<file path="src/rtl/alu_seq_pkg.sv">
// Shared opcode and FSM-state encodings for the sequential ALU.
package alu_seq_pkg;

  localparam logic [1:0] OP_ADD = 2'b00;
  localparam logic [1:0] OP_SUB = 2'b01;
  localparam logic [1:0] OP_MUL = 2'b10;
  localparam logic [1:0] OP_DIV = 2'b11;

  localparam logic [1:0] S_IDLE    = 2'b00;
  localparam logic [1:0] S_EXEC_AS = 2'b01;
  localparam logic [1:0] S_ITER    = 2'b10;
  localparam logic [1:0] S_DONE    = 2'b11;

endpackage

</file>
<file path="src/rtl/alu_seq_param_if.sv">
// Controller-side bus of the sequential ALU, plus the FSM state for observation.
interface alu_seq_param_if #(parameter int WIDTH = 8);
  // Handshake: start is sampled only in IDLE/DONE, where it latches opcode and
  // operands; done pulses for one cycle and results stay valid until the next
  // accepted start. start while busy is ignored.
  logic             start;
  logic [1:0]       opcode;
  logic [WIDTH-1:0] inbus_a;
  logic [WIDTH-1:0] inbus_b;
  logic [WIDTH-1:0] outbus;
  logic [WIDTH-1:0] outbus_hi;
  logic             done;
  logic             busy;
  logic             carry;
  logic             overflow;
  logic             zero;
  logic             div_zero;
  logic [1:0]       fsm_state;

  modport master (
    output start, opcode, inbus_a, inbus_b,
    input  outbus, outbus_hi, done, busy, carry, overflow, zero, div_zero, fsm_state
  );

  modport slave (
    input  start, opcode, inbus_a, inbus_b,
    output outbus, outbus_hi, done, busy, carry, overflow, zero, div_zero, fsm_state
  );
endinterface

</file>
<file path="src/rtl/alu_seq_iter.sv">
// Iterative datapath: shared {hi,lo} shift register and adder for shift-add
// multiply (LSB first) and restoring divide (MSB first).
module alu_seq_iter
  import alu_seq_pkg::*;
#(
  parameter int WIDTH = 8,
  parameter int CNT_W = $clog2(WIDTH + 1)
) (
  input  logic             clk,
  input  logic             reset,
  input  logic             load,
  input  logic [WIDTH-1:0] a_in,
  input  logic             run,
  input  logic             is_div,
  input  logic [WIDTH-1:0] b,
  output logic [WIDTH-1:0] hi_nxt,
  output logic [WIDTH-1:0] lo_nxt,
  output logic             last
);

  logic [WIDTH-1:0] hi;
  logic [WIDTH-1:0] lo;
  logic [CNT_W-1:0] cnt;
  logic [WIDTH:0]   add_a;
  logic [WIDTH+1:0] add_res;

  // Divide subtracts B from the partial remainder shifted left by one dividend
  // bit; the extra top bit of add_res is the borrow deciding restore or keep.
  always_comb begin
    add_a   = is_div ? {hi, lo[WIDTH-1]} : {1'b0, hi};
    add_res = is_div ? ({1'b0, add_a} - {2'b00, b}) : ({1'b0, add_a} + {2'b00, b});
    hi_nxt  = hi;
    lo_nxt  = lo;
    if (is_div) begin
      if (add_res[WIDTH+1]) begin
        hi_nxt = add_a[WIDTH-1:0];
        lo_nxt = {lo[WIDTH-2:0], 1'b0};
      end else begin
        hi_nxt = add_res[WIDTH-1:0];
        lo_nxt = {lo[WIDTH-2:0], 1'b1};
      end
    end else if (lo[0]) begin
      {hi_nxt, lo_nxt} = {add_res[WIDTH:0], lo[WIDTH-1:1]};
    end else begin
      {hi_nxt, lo_nxt} = {1'b0, hi, lo[WIDTH-1:1]};
    end
  end

  assign last = run && (cnt == CNT_W'(WIDTH - 1));

  always_ff @(posedge clk or negedge reset) begin
    if (!reset) begin
      hi  <= '0;
      lo  <= '0;
      cnt <= '0;
    end else if (load) begin
      hi  <= '0;
      lo  <= a_in;
      cnt <= '0;
    end else if (run) begin
      hi  <= hi_nxt;
      lo  <= lo_nxt;
      cnt <= cnt + CNT_W'(1);
    end
  end

endmodule

</file>
<file path="src/rtl/alu_seq_param.sv">
// Multi-cycle ALU: one-cycle ADD/SUB, iterative MUL/DIV, start/done protocol.
module alu_seq_param
  import alu_seq_pkg::*;
#(
  parameter int WIDTH = 8,
  parameter int CNT_W = $clog2(WIDTH + 1)
) (
  input  logic             clk,
  input  logic             reset,
  alu_seq_param_if.slave   bus
);

  logic [1:0]       state;
  logic [1:0]       op_q;
  logic [WIDTH-1:0] a_q;
  logic [WIDTH-1:0] b_q;
  logic [WIDTH-1:0] out_lo;
  logic [WIDTH-1:0] out_hi;
  logic             carry_q, overflow_q, zero_q, div_zero_q;
  logic             accept;
  logic [WIDTH:0]   as_res;
  logic             as_ovf;
  logic [WIDTH-1:0] hi_nxt, lo_nxt;
  logic             iter_last;

  assign accept = ((state == S_IDLE) || (state == S_DONE)) && bus.start;

  always_comb begin
    as_res = (op_q == OP_SUB) ? ({1'b0, a_q} - {1'b0, b_q}) : ({1'b0, a_q} + {1'b0, b_q});
    if (op_q == OP_SUB)
      as_ovf = (a_q[WIDTH-1] != b_q[WIDTH-1]) && (as_res[WIDTH-1] != a_q[WIDTH-1]);
    else
      as_ovf = (a_q[WIDTH-1] == b_q[WIDTH-1]) && (as_res[WIDTH-1] != a_q[WIDTH-1]);
  end

  alu_seq_iter #(.WIDTH(WIDTH), .CNT_W(CNT_W)) u_iter (
    .clk    (clk),
    .reset  (reset),
    .load   (accept && bus.opcode[1]),
    .a_in   (bus.inbus_a),
    .run    (state == S_ITER),
    .is_div (op_q == OP_DIV),
    .b      (b_q),
    .hi_nxt (hi_nxt),
    .lo_nxt (lo_nxt),
    .last   (iter_last)
  );

  always_ff @(posedge clk or negedge reset) begin
    if (!reset) begin
      state      <= S_IDLE;
      op_q       <= '0;
      a_q        <= '0;
      b_q        <= '0;
      out_lo     <= '0;
      out_hi     <= '0;
      carry_q    <= 1'b0;
      overflow_q <= 1'b0;
      zero_q     <= 1'b0;
      div_zero_q <= 1'b0;
    end else begin
      case (state)
        S_IDLE, S_DONE: begin
          if (bus.start) begin
            op_q       <= bus.opcode;
            a_q        <= bus.inbus_a;
            b_q        <= bus.inbus_b;
            carry_q    <= 1'b0;
            overflow_q <= 1'b0;
            zero_q     <= 1'b0;
            div_zero_q <= 1'b0;
            state      <= bus.opcode[1] ? S_ITER : S_EXEC_AS;
          end else begin
            state <= S_IDLE;
          end
        end
        S_EXEC_AS: begin
          out_lo     <= as_res[WIDTH-1:0];
          out_hi     <= '0;
          carry_q    <= as_res[WIDTH];
          overflow_q <= as_ovf;
          zero_q     <= (as_res[WIDTH-1:0] == '0);
          state      <= S_DONE;
        end
        S_ITER: begin
          // Divide by zero short-circuits: saturated quotient, dividend as remainder.
          if ((op_q == OP_DIV) && (b_q == '0)) begin
            out_lo     <= '1;
            out_hi     <= a_q;
            div_zero_q <= 1'b1;
            zero_q     <= 1'b0;
            state      <= S_DONE;
          end else if (iter_last) begin
            out_lo  <= lo_nxt;
            out_hi  <= hi_nxt;
            carry_q <= (op_q == OP_MUL) && (hi_nxt != '0);
            zero_q  <= (lo_nxt == '0);
            state   <= S_DONE;
          end
        end
        default: state <= S_IDLE;
      endcase
    end
  end

  assign bus.outbus    = out_lo;
  assign bus.outbus_hi = out_hi;
  assign bus.carry     = carry_q;
  assign bus.overflow  = overflow_q;
  assign bus.zero      = zero_q;
  assign bus.div_zero  = div_zero_q;
  assign bus.done      = (state == S_DONE);
  assign bus.busy      = (state == S_EXEC_AS) || (state == S_ITER);
  assign bus.fsm_state = state;

endmodule
</file>
<file path="src/flat_wrapper.sv">
// flat-port wrapper written by rule: the top's interface ports become plain ports
module alu_seq_param_flat import alu_seq_pkg::*;
#(
  parameter int WIDTH = 8,
  parameter int CNT_W = $clog2(WIDTH + 1)
)
  (clk, reset, bus_start, bus_opcode, bus_inbus_a, bus_inbus_b, bus_outbus, bus_outbus_hi, bus_done, bus_busy, bus_carry, bus_overflow, bus_zero, bus_div_zero, bus_fsm_state);
  alu_seq_param_if #(.WIDTH(WIDTH)) bus_i ();
  input  logic clk;
  input  logic reset;
  input wire logic [$bits(bus_i.start)-1:0] bus_start;
  input wire logic [$bits(bus_i.opcode)-1:0] bus_opcode;
  input wire logic [$bits(bus_i.inbus_a)-1:0] bus_inbus_a;
  input wire logic [$bits(bus_i.inbus_b)-1:0] bus_inbus_b;
  output wire logic [$bits(bus_i.outbus)-1:0] bus_outbus;
  output wire logic [$bits(bus_i.outbus_hi)-1:0] bus_outbus_hi;
  output wire logic [$bits(bus_i.done)-1:0] bus_done;
  output wire logic [$bits(bus_i.busy)-1:0] bus_busy;
  output wire logic [$bits(bus_i.carry)-1:0] bus_carry;
  output wire logic [$bits(bus_i.overflow)-1:0] bus_overflow;
  output wire logic [$bits(bus_i.zero)-1:0] bus_zero;
  output wire logic [$bits(bus_i.div_zero)-1:0] bus_div_zero;
  output wire logic [$bits(bus_i.fsm_state)-1:0] bus_fsm_state;
  assign bus_i.start = bus_start;
  assign bus_i.opcode = bus_opcode;
  assign bus_i.inbus_a = bus_inbus_a;
  assign bus_i.inbus_b = bus_inbus_b;
  assign bus_outbus = bus_i.outbus;
  assign bus_outbus_hi = bus_i.outbus_hi;
  assign bus_done = bus_i.done;
  assign bus_busy = bus_i.busy;
  assign bus_carry = bus_i.carry;
  assign bus_overflow = bus_i.overflow;
  assign bus_zero = bus_i.zero;
  assign bus_div_zero = bus_i.div_zero;
  assign bus_fsm_state = bus_i.fsm_state;
  alu_seq_param #(.WIDTH(WIDTH), .CNT_W(CNT_W)) u_core (.clk(clk), .reset(reset), .bus(bus_i));
endmodule
</file>
<file path="config.mk">
export PLATFORM = sky130hd
export DESIGN_NAME = alu_seq_param_flat
export DESIGN_NICKNAME = d
export VERILOG_FILES = /design/src/rtl/alu_seq_pkg.sv /design/src/rtl/alu_seq_param_if.sv /design/src/rtl/alu_seq_iter.sv /design/src/rtl/alu_seq_param.sv /design/src/flat_wrapper.sv
export SDC_FILE = /design/constraint.sdc
export NUM_CORES = 1
export LEC_CHECK = 0
export ABC_AREA = 0
export CORE_AREA = 2 2 88 90
export CTS_BUF_LIST = sky130_fd_sc_hd__clkbuf_2 sky130_fd_sc_hd__clkbuf_4 sky130_fd_sc_hd__clkbuf_8
export CTS_CLUSTER_SIZE = 14
export DETAILED_ROUTE_END_ITERATION = 6
export DIE_AREA = 0 0 90 92
export GPL_TIMING_DRIVEN = 0
export PLACE_DENSITY_LB_ADDON = 0.25
export REMOVE_ABC_BUFFERS = 1
export SLEW_MARGIN = 15
export SYNTH_ARGS = -nofsm -noshare
export SYNTH_HDL_FRONTEND = slang
export SYNTH_SLANG_ARGS = --single-unit
export TNS_END_PERCENT = 50
</file>
<file path="constraint.sdc">
create_clock -name clk -period 5.04 [get_ports clk]
set_input_delay 0.504 -clock clk [delete_from_list [all_inputs] [get_ports clk]]
set_output_delay 0.504 -clock clk [all_outputs]
set_load 0.03 [all_outputs]
</file>
==> results.toml, run 1 <==
[logic_synthesis]
synth_simple_gate_area_frac = 0.188
synth-edff-count = 0
syn_area_sq_um = 4220
ys_warn_count = 0
synth-compound-area-share = 0.191
postSynthCellCount = 486
synth_top_cell_by_area = "dfrtp_1"
synth-xor-area-share = 0.0582
synth_top_cells_by_count = "73 x nand2_1, 60 x dfrtp_1, 45 x nor2_1, 45 x o21ai_0, 24 x a21oi_1"
yosys.area.top_type_share = 0.356
synthFlopType = "dfrtp_1"
yosysUniqueCellTypes = 61
async_flop_share = 1.00
synthTopCellsByArea = "dfrtp_1 36%, nand2_1 6.5%, ha_1 6.2%, mux2_2 5.3%, o21ai_0 5.3%"
synth.avg_cell_area_sq_um = 8.67
synth_top_family_by_area = "compound AO/OA/AOI/OAI gates"
synthMuxAreaShare = 0.0938
ys_seq_area_frac = 0.356
synthMostInstantiatedCell = "nand2_1"
synth-seq-cells = 60
synth_fa_ha_area_frac = 0.0718

[routing]
routedWlPerCell_um = 17.2
route.detailed.drc = 0
dr.pass1.iters = 5
route.met3.wl_um = 881
num_vias = 3815
highest_layer = "met4"
drt_iter0_markers = 324
drtAntennaViolNets = 0
detail_route.wirelength_mm = 10.7
vias_per_cell = 6.14
wl_met2_mm = 5.04
drt-met1-wl_mm = 4.59

[clocking]
postCtsSetupBuffers = 0
ctsHoldBuffers = 0
cts-resized-gates = 0
cts_inserted_buffers = 9
tritoncts = "done"
path_clk_slew_ns = 0.07
clock_sinks = 60
insertion_delay_ns = 0.35
clockBufferDepth = 2
h-tree-depth = 3
root_buffer = "clkbuf_8"

[placed_design]
placedCellCount = 606
place_area_sq_um = 4700
dpl.hpwl_mm = 7.68
io_buffers = 44
gp_congestion = 0.939

[finish]
fin_nets = 559
utilization = 0.659
num_antenna_cells = 0
final_cells = 621
drive_above_1_share = 0.0944
final_area_sq_um = 4910
fill_cells = 632
area_growth_pct = 16.5

[worst_setup_path]
cp-endpoint = "u_core.bus.carry"
r2r_cells = 11
timing.rr.end = "u_core.bus.carry"
critPathKind = "register to register"
cp.required_ns = 5.27
worst_setup_path_end_kind = "register"
critPathLaunchType = "register"
cp_max_fo = 30
startpoint = "u_core.op_q[1]"
cp.arrival_ns = 4.58
r2r_setup_slack_ns = 0.69
r2r-start = "u_core.op_q[1]"

[timing]
grt_setup_unrepaired = "false"
finalSetupViolCount = 0
tns_ns = 0
worst_slew_pin_slew_ns = 1.17
worst_clock_skew_ns = 0.00873
relSlewSlack = 0.217
max_freq_mhz = 230
period_needed_ns = 4.35
finalCritPeriodShare = 0.863
hold_viol_final = 0
slew_violations = 0

[global_routing]
antenna_found_initial = 0
grt_usage = 0.272
grt_max_degree = 61
grt_pass1_vias = 3634
grt-ovfl-total = 0
grt_pass1_wl_mm = 18.0

[die]
start_util = 0.566
die_x_um = 90
ios = 45
die_area_sq_um = 8280
fp-row-count = 32
die_h_um = 92
coreArea_sq_um = 7450

[job]
cap_viol_max_count = 0

[outcome]
outcome = "completed"

[worst_hold_path]
hp-class = "input port to async pin"
[cell families after synthesis]
family	count (synthesis)
AO/OA/AOI/OAI	127
XOR/XNOR	28
multiplexers	37
flip-flops	60
AND/OR/NAND/NOR	169
buffers and inverters	42
adder cells (fa/ha/maj)	23
[per-layer routing]
layer / global-route usage / vias up
met5: 0 / -
met4: 0.0949 / 0
met3: 0.0567 / 16
met2: 0.439 / 178
met1: 0.367 / 1839
li1: - / 1782
[sequential cells by signal, indices dropped and copies added (netlist names), 4 cells and up]
name / flops
u_core.u_iter.cnt: 4
u_core.u_iter.lo: 8
u_core.u_iter.hi: 8
u_core.b_q: 8
u_core.bus.outbus_hi: 8
u_core.bus.outbus: 8
u_core.a_q: 8
[through the flow]
step / setup slack (ns) / hold WS [ns]
6_report: 0.693 / 0.213
3_3_place_gp: 0.860 / 0.451
5_1_grt: 0.514 / 0.290
4_1_cts: 0.833 / 0.265
2_1_floorplan: 1.59 / 0.208
3_5_place_dp: 0.827 / 0.460
[final cells by class]
class	instances	area, sq um	area share
clock buffer	12	165	0.0336
clock inverter	3	45.0	0.00917
inverter	14	52.6	0.0107
multi-input combinational	384	2550	0.520
sequential	60	1500	0.306
tap	102	128	0.0260
timing repair buffer	46	465	0.0948
[cells in the final DEF (no fill, tap or decap), types with 4 or more instances in the layout]
cell type | netlist | final
o22ai_1 | 4 | 4
a22oi_1 | 4 | 4
inv_1 | 14 | 14
and3_1 | 5 | 5
nand3_1 | 6 | 6
xor2_1 | 10 | 10
o21ai_0 | 45 | 45
ha_1 | 21 | 20
nand2_1 | 73 | 73
a21o_1 | 8 | 8
nor2_1 | 45 | 45
a211oi_1 | 11 | 11
nand4_1 | 4 | 4
nor3_1 | 7 | 7
clkdlybuf4s50_1 | 0 | 43
mux2i_1 | 17 | 17
xnor2_1 | 18 | 18
mux2_2 | 20 | 20
clkbuf_8 | 0 | 12
a31oi_1 | 5 | 5
dfrtp_1 | 60 | 60
a21oi_1 | 24 | 24
[worst min-delay path by stage]
stage | from | slack, ns | end
floorplan | reset | 0.21 | u_core.a_q[0]
global placement | u_core.bus.outbus[7] | 0.45 | u_core.bus.outbus[7]
detailed placement | u_core.bus.outbus[7] | 0.46 | u_core.bus.outbus[7]
CTS | reset | 0.27 | u_core.bus.carry
global route | reset | 0.29 | u_core.u_iter.hi[0]
finish | reset | 0.21 | u_core.u_iter.hi[5]
[worst max-delay path: stages, from the launching register on]
cell and delay [ns]:
dfrtp_1 0.39, and2_1 0.93, mux2_2 0.45, ha_1 0.38
a21oi_1 0.21, o21ai_1 0.17, nor3_2 0.32, o221ai_2 0.24
a2bb2oi_1 0.18, a311oi_1 0.46, nand4b_1 0.19, o31a_1 0.30
Power of run 1 is left out: the tool's default activity adds up to more than one toggle a clock period on the data nets, which glitch-free logic cannot reach.
==> run 2: changes to the inputs <==
--- a/config.mk
+++ b/config.mk
@@ -14,7 +14,7 @@
 export GPL_TIMING_DRIVEN = 0
 export PLACE_DENSITY_LB_ADDON = 0.25
 export REMOVE_ABC_BUFFERS = 1
-export SLEW_MARGIN = 15
+export SLEW_MARGIN = 20
 export SYNTH_ARGS = -nofsm -noshare
 export SYNTH_HDL_FRONTEND = slang
 export SYNTH_SLANG_ARGS = --single-unit
==> results.toml, run 2 (same netlist as run 1, synthesis figures left out) <==
[outcome]
outcome = "completed"

[worst_setup_path]
cp_max_fo = 25
critPathKind = "register to register"
cp.required_ns = 5.27
critPathLaunchType = "register"
cp.arrival_ns = 4.26
worst_setup_path_end_kind = "register"

[finish]
regArea_sq_um = 1500
final_cells = 623
multiInputGateArea_sq_um = 2550
area_growth_pct = 17.9
drive_above_1_share = 0.0998
fill_cells = 628
fin_nets = 561
utilization = 0.667
final_common_cell = "nand2_1"
num_antenna_cells = 0
layout_common_cells = "73 x nand2_1, 60 x dfrtp_1, 45 x nor2_1, 45 x o21ai_0, 43 x clkdlybuf4s50_1"

[placed_design]
placedCellCount = 607
io_buffers = 44
dpl.hpwl_mm = 7.80
gp_congestion = 0.939
pre_cts_ws_ns = 0.814

[die]
die_x_um = 90
ios = 45
start_util = 0.566
coreArea_sq_um = 7450
die_area_sq_um = 8280
die_h_um = 92
fp-row-count = 32

[global_routing]
grt-ovfl-total = 0
antenna_found_initial = 0
grt_pass1_vias = 3616
grt_pass1_wl_mm = 17.9
grt_usage = 0.272
grt_max_degree = 41

[timing]
tns_ns = 0
period_needed_ns = 4.03
relSlewSlack = 0.355
worst_clock_skew_ns = 0.0107
worst_slew_pin_slew_ns = 0.965
hold_viol_final = 0
finalCritPeriodShare = 0.799
grt_setup_unrepaired = "false"
finalSetupViolCount = 0
setup_ws_ns = 1.01
max_freq_mhz = 248
slew_violations = 0

[clocking]
path_clk_slew_ns = 0.07
tritoncts = "done"
root_buffer = "clkbuf_8"
ctsHoldBuffers = 0
h-tree-depth = 3
clock_sinks = 60
postCtsSetupBuffers = 0
cts_inserted_buffers = 9
cts-resized-gates = 0
insertion_delay_ns = 0.36
clockBufferDepth = 2

[routing]
route.detailed.drc = 0
vias_per_cell = 6.12
drtAntennaViolNets = 0
num_vias = 3810
routedWlPerCell_um = 17.2
drt_iter0_markers = 382
detail_route.wirelength_mm = 10.7
dr.pass1.iters = 5

[worst_hold_path]
hp-class = "input port to async pin"

[job]
cap_viol_max_count = 0
-- run 2: final timing paths --
kind / startpoint / end / slack [ns] / depth (start not counted)
max: u_core.op_q[1] / u_core.bus.carry / 1.01 / 12
min: reset / u_core.b_q[4] / 0.04 / 1
max reg2reg: u_core.op_q[1] / u_core.bus.carry / 1.01 / 12
min reg2reg: u_core.bus.outbus[7] / u_core.bus.outbus[7] / 0.47 / 2
max in group asynchronous: reset / u_core.bus.outbus[7] / 4.50 / 2
min in group clk: u_core.bus.outbus[7] / u_core.bus.outbus[7] / 0.47 / 2
-- run 2: routing by layer --
layer	vias to the layer above	share of wire	global-route usage
met5	-	0	0
met4	0	0.024	0.105
met3	33	0.073	0.0386
met2	167	0.46	0.434
met1	1820	0.44	0.377
li1	1790	-	-
-- run 2: area by class of cell --
type                       count  share of cell area
tap                          102              0.0257
clock buffer                  12              0.0332
inverter                      14              0.0106
multi-input combinational    384               0.514
clock inverter                 3              0.0138
timing repair buffer          48               0.101
sequential                    60               0.302
-- run 2: per-stage QoR --
step,hold WS (ns),instance area [sq um]
after detailed placement,0.413,4720
after global placement,0.451,4670
final,0.0389,4970
after floorplan,0.208,4100
after global routing,0.0582,4970
after CTS,0.0413,4950
-- run 2: critical path: stages (launching register included) --
cell,delay [ns]
dfrtp_1,0.41
nand2_1,0.72
nand2_1,0.17
xor2_1,0.21
ha_1,0.37
a21oi_1,0.21
o21ai_1,0.17
nor3_2,0.31
o221ai_2,0.23
a2bb2oi_1,0.17
a311oi_1,0.46
nand4b_1,0.18
o31a_1,0.29
Power of run 2 is left out for the same reason.
==> run 3: changes to the inputs <==
==> constraint.sdc (replaced) <==
create_clock -name clk -period 3.8 [get_ports clk]
set_input_delay 0.38 -clock clk [delete_from_list [all_inputs] [get_ports clk]]
set_output_delay 0.38 -clock clk [all_outputs]
set_load 0.03 [all_outputs]
==> results.toml, run 3 (same netlist as run 1, synthesis figures left out) <==
[outcome]
outcome = "completed"

[routing]
num_vias = 3791
route.detailed.drc = 0
detail_route.wirelength_mm = 10.8
drtAntennaViolNets = 0
routedWlPerCell_um = 17.3
drt_iter0_markers = 381
dr.pass1.iters = 5
vias_per_cell = 6.07

[clocking]
clockBufferDepth = 2
cts_inserted_buffers = 9
clock_sinks = 60
path_clk_slew_ns = 0.07
root_buffer = "clkbuf_8"
h-tree-depth = 3
tritoncts = "done"
insertion_delay_ns = 0.35

[timing]
finalCritPeriodShare = 0.947
hold_viol_final = 0
slew_violations = 0
finalSetupViolCount = 0
whs_ns = 0.469
max_freq_mhz = 278
tns_ns = 0
worst_slew_pin_slew_ns = 0.907
relSlewSlack = 0.394
worst_clock_skew_ns = 0.0104
period_needed_ns = 3.60

[job]
cap_viol_max_count = 0

[worst_setup_path]
critPathLaunchType = "register"
cp.arrival_ns = 3.83
cp.required_ns = 4.03
critPathKind = "register to register"
worst_setup_path_end_kind = "register"
cp_max_fo = 30

[placed_design]
io_buffers = 44
dpl.hpwl_mm = 7.80
gp_congestion = 0.939

[finish]
drive_above_1_share = 0.120
regArea_sq_um = 1500
multiInputGateArea_sq_um = 2600
final_common_cell = "nand2_1"
layout_common_cells = "72 x nand2_1, 59 x dfrtp_1, 45 x nor2_1, 45 x o21ai_0, 43 x clkdlybuf4s50_1"
area_growth_pct = 19.3
fin_nets = 563
utilization = 0.675
num_antenna_cells = 0
fill_cells = 619

[die]
fp-row-count = 32
ios = 45
start_util = 0.566
die_x_um = 90
die_area_sq_um = 8280
die_h_um = 92
coreArea_sq_um = 7450

[global_routing]
antenna_found_initial = 0
grt_max_degree = 41
grt_usage = 0.272
grt-ovfl-total = 0
grt_pass1_vias = 3616
grt_pass1_wl_mm = 17.9

[worst_hold_path]
hp-class = "input port to async pin"
==> run 3: per-layer routing <==
metal,GRT usage,part of all wire,vias to the layer above
met4,0.103,0.024,0
met1,0.378,0.44,1797
met5,0,0,-
met3,0.0386,0.076,24
met2,0.435,0.46,181
li1,-,-,1789
==> run 3: what timing repair did <==
action / in CTS / in global routing
pin swaps: 0 / 2
setup endpoints to repair: 15 / 3
hold buffers: 1 / 0
endpoints found under the hold margin: 20 / 0
gates resized for setup: 5 / 8
setup buffers: 0 / 2
==> run 3: through the flow <==
stage	area [sq um]	setup WS, ns	instances
global route	5030	-0.000632	625
global placement	4670	-0.380	604
floorplan	4100	0.355	458
detailed placement	4720	-0.426	607
CTS	4970	0.0646	623
finish	5030	0.201	625
==> run 3: layout make-up <==
class	count	area share
inverter	14	0.0105
sequential	60	0.299
timing repair buffer	50	0.102
clock inverter	3	0.0137
clock buffer	12	0.0328
tap	102	0.0254
multi-input combinational	384	0.517
==> run 3: path summary, 6_finish.rpt <==
path	startpoint	end	slack, ns	depth (start not counted)
setup / recovery	u_core.op_q[1]	u_core.bus.carry	0.20	13
hold / removal	reset	u_core.u_iter.cnt[0]	0.47	2
setup reg to reg	u_core.op_q[1]	u_core.bus.carry	0.20	13
min in group clk	u_core.bus.outbus[7]	u_core.bus.outbus[7]	0.47	2
hold reg to reg	u_core.bus.outbus[7]	u_core.bus.outbus[7]	0.47	2
max in group asynchronous	reset	u_core.a_q[4]	2.83	3
==> run 3: worst max-delay path, cell delays in order (launching register included) <==
cell      delay [ns]
dfrtp_1         0.43
and2_4          0.40
mux2i_1         0.29
ha_1            0.20
inv_1           0.05
fa_1            0.41
a21o_1          0.24
a221oi_1        0.30
xor2_1          0.24
nor2_1          0.06
o21a_1          0.18
a21oi_2         0.22
nand3_1         0.12
o31a_1          0.33
Power of run 3 is left out for the same reason.
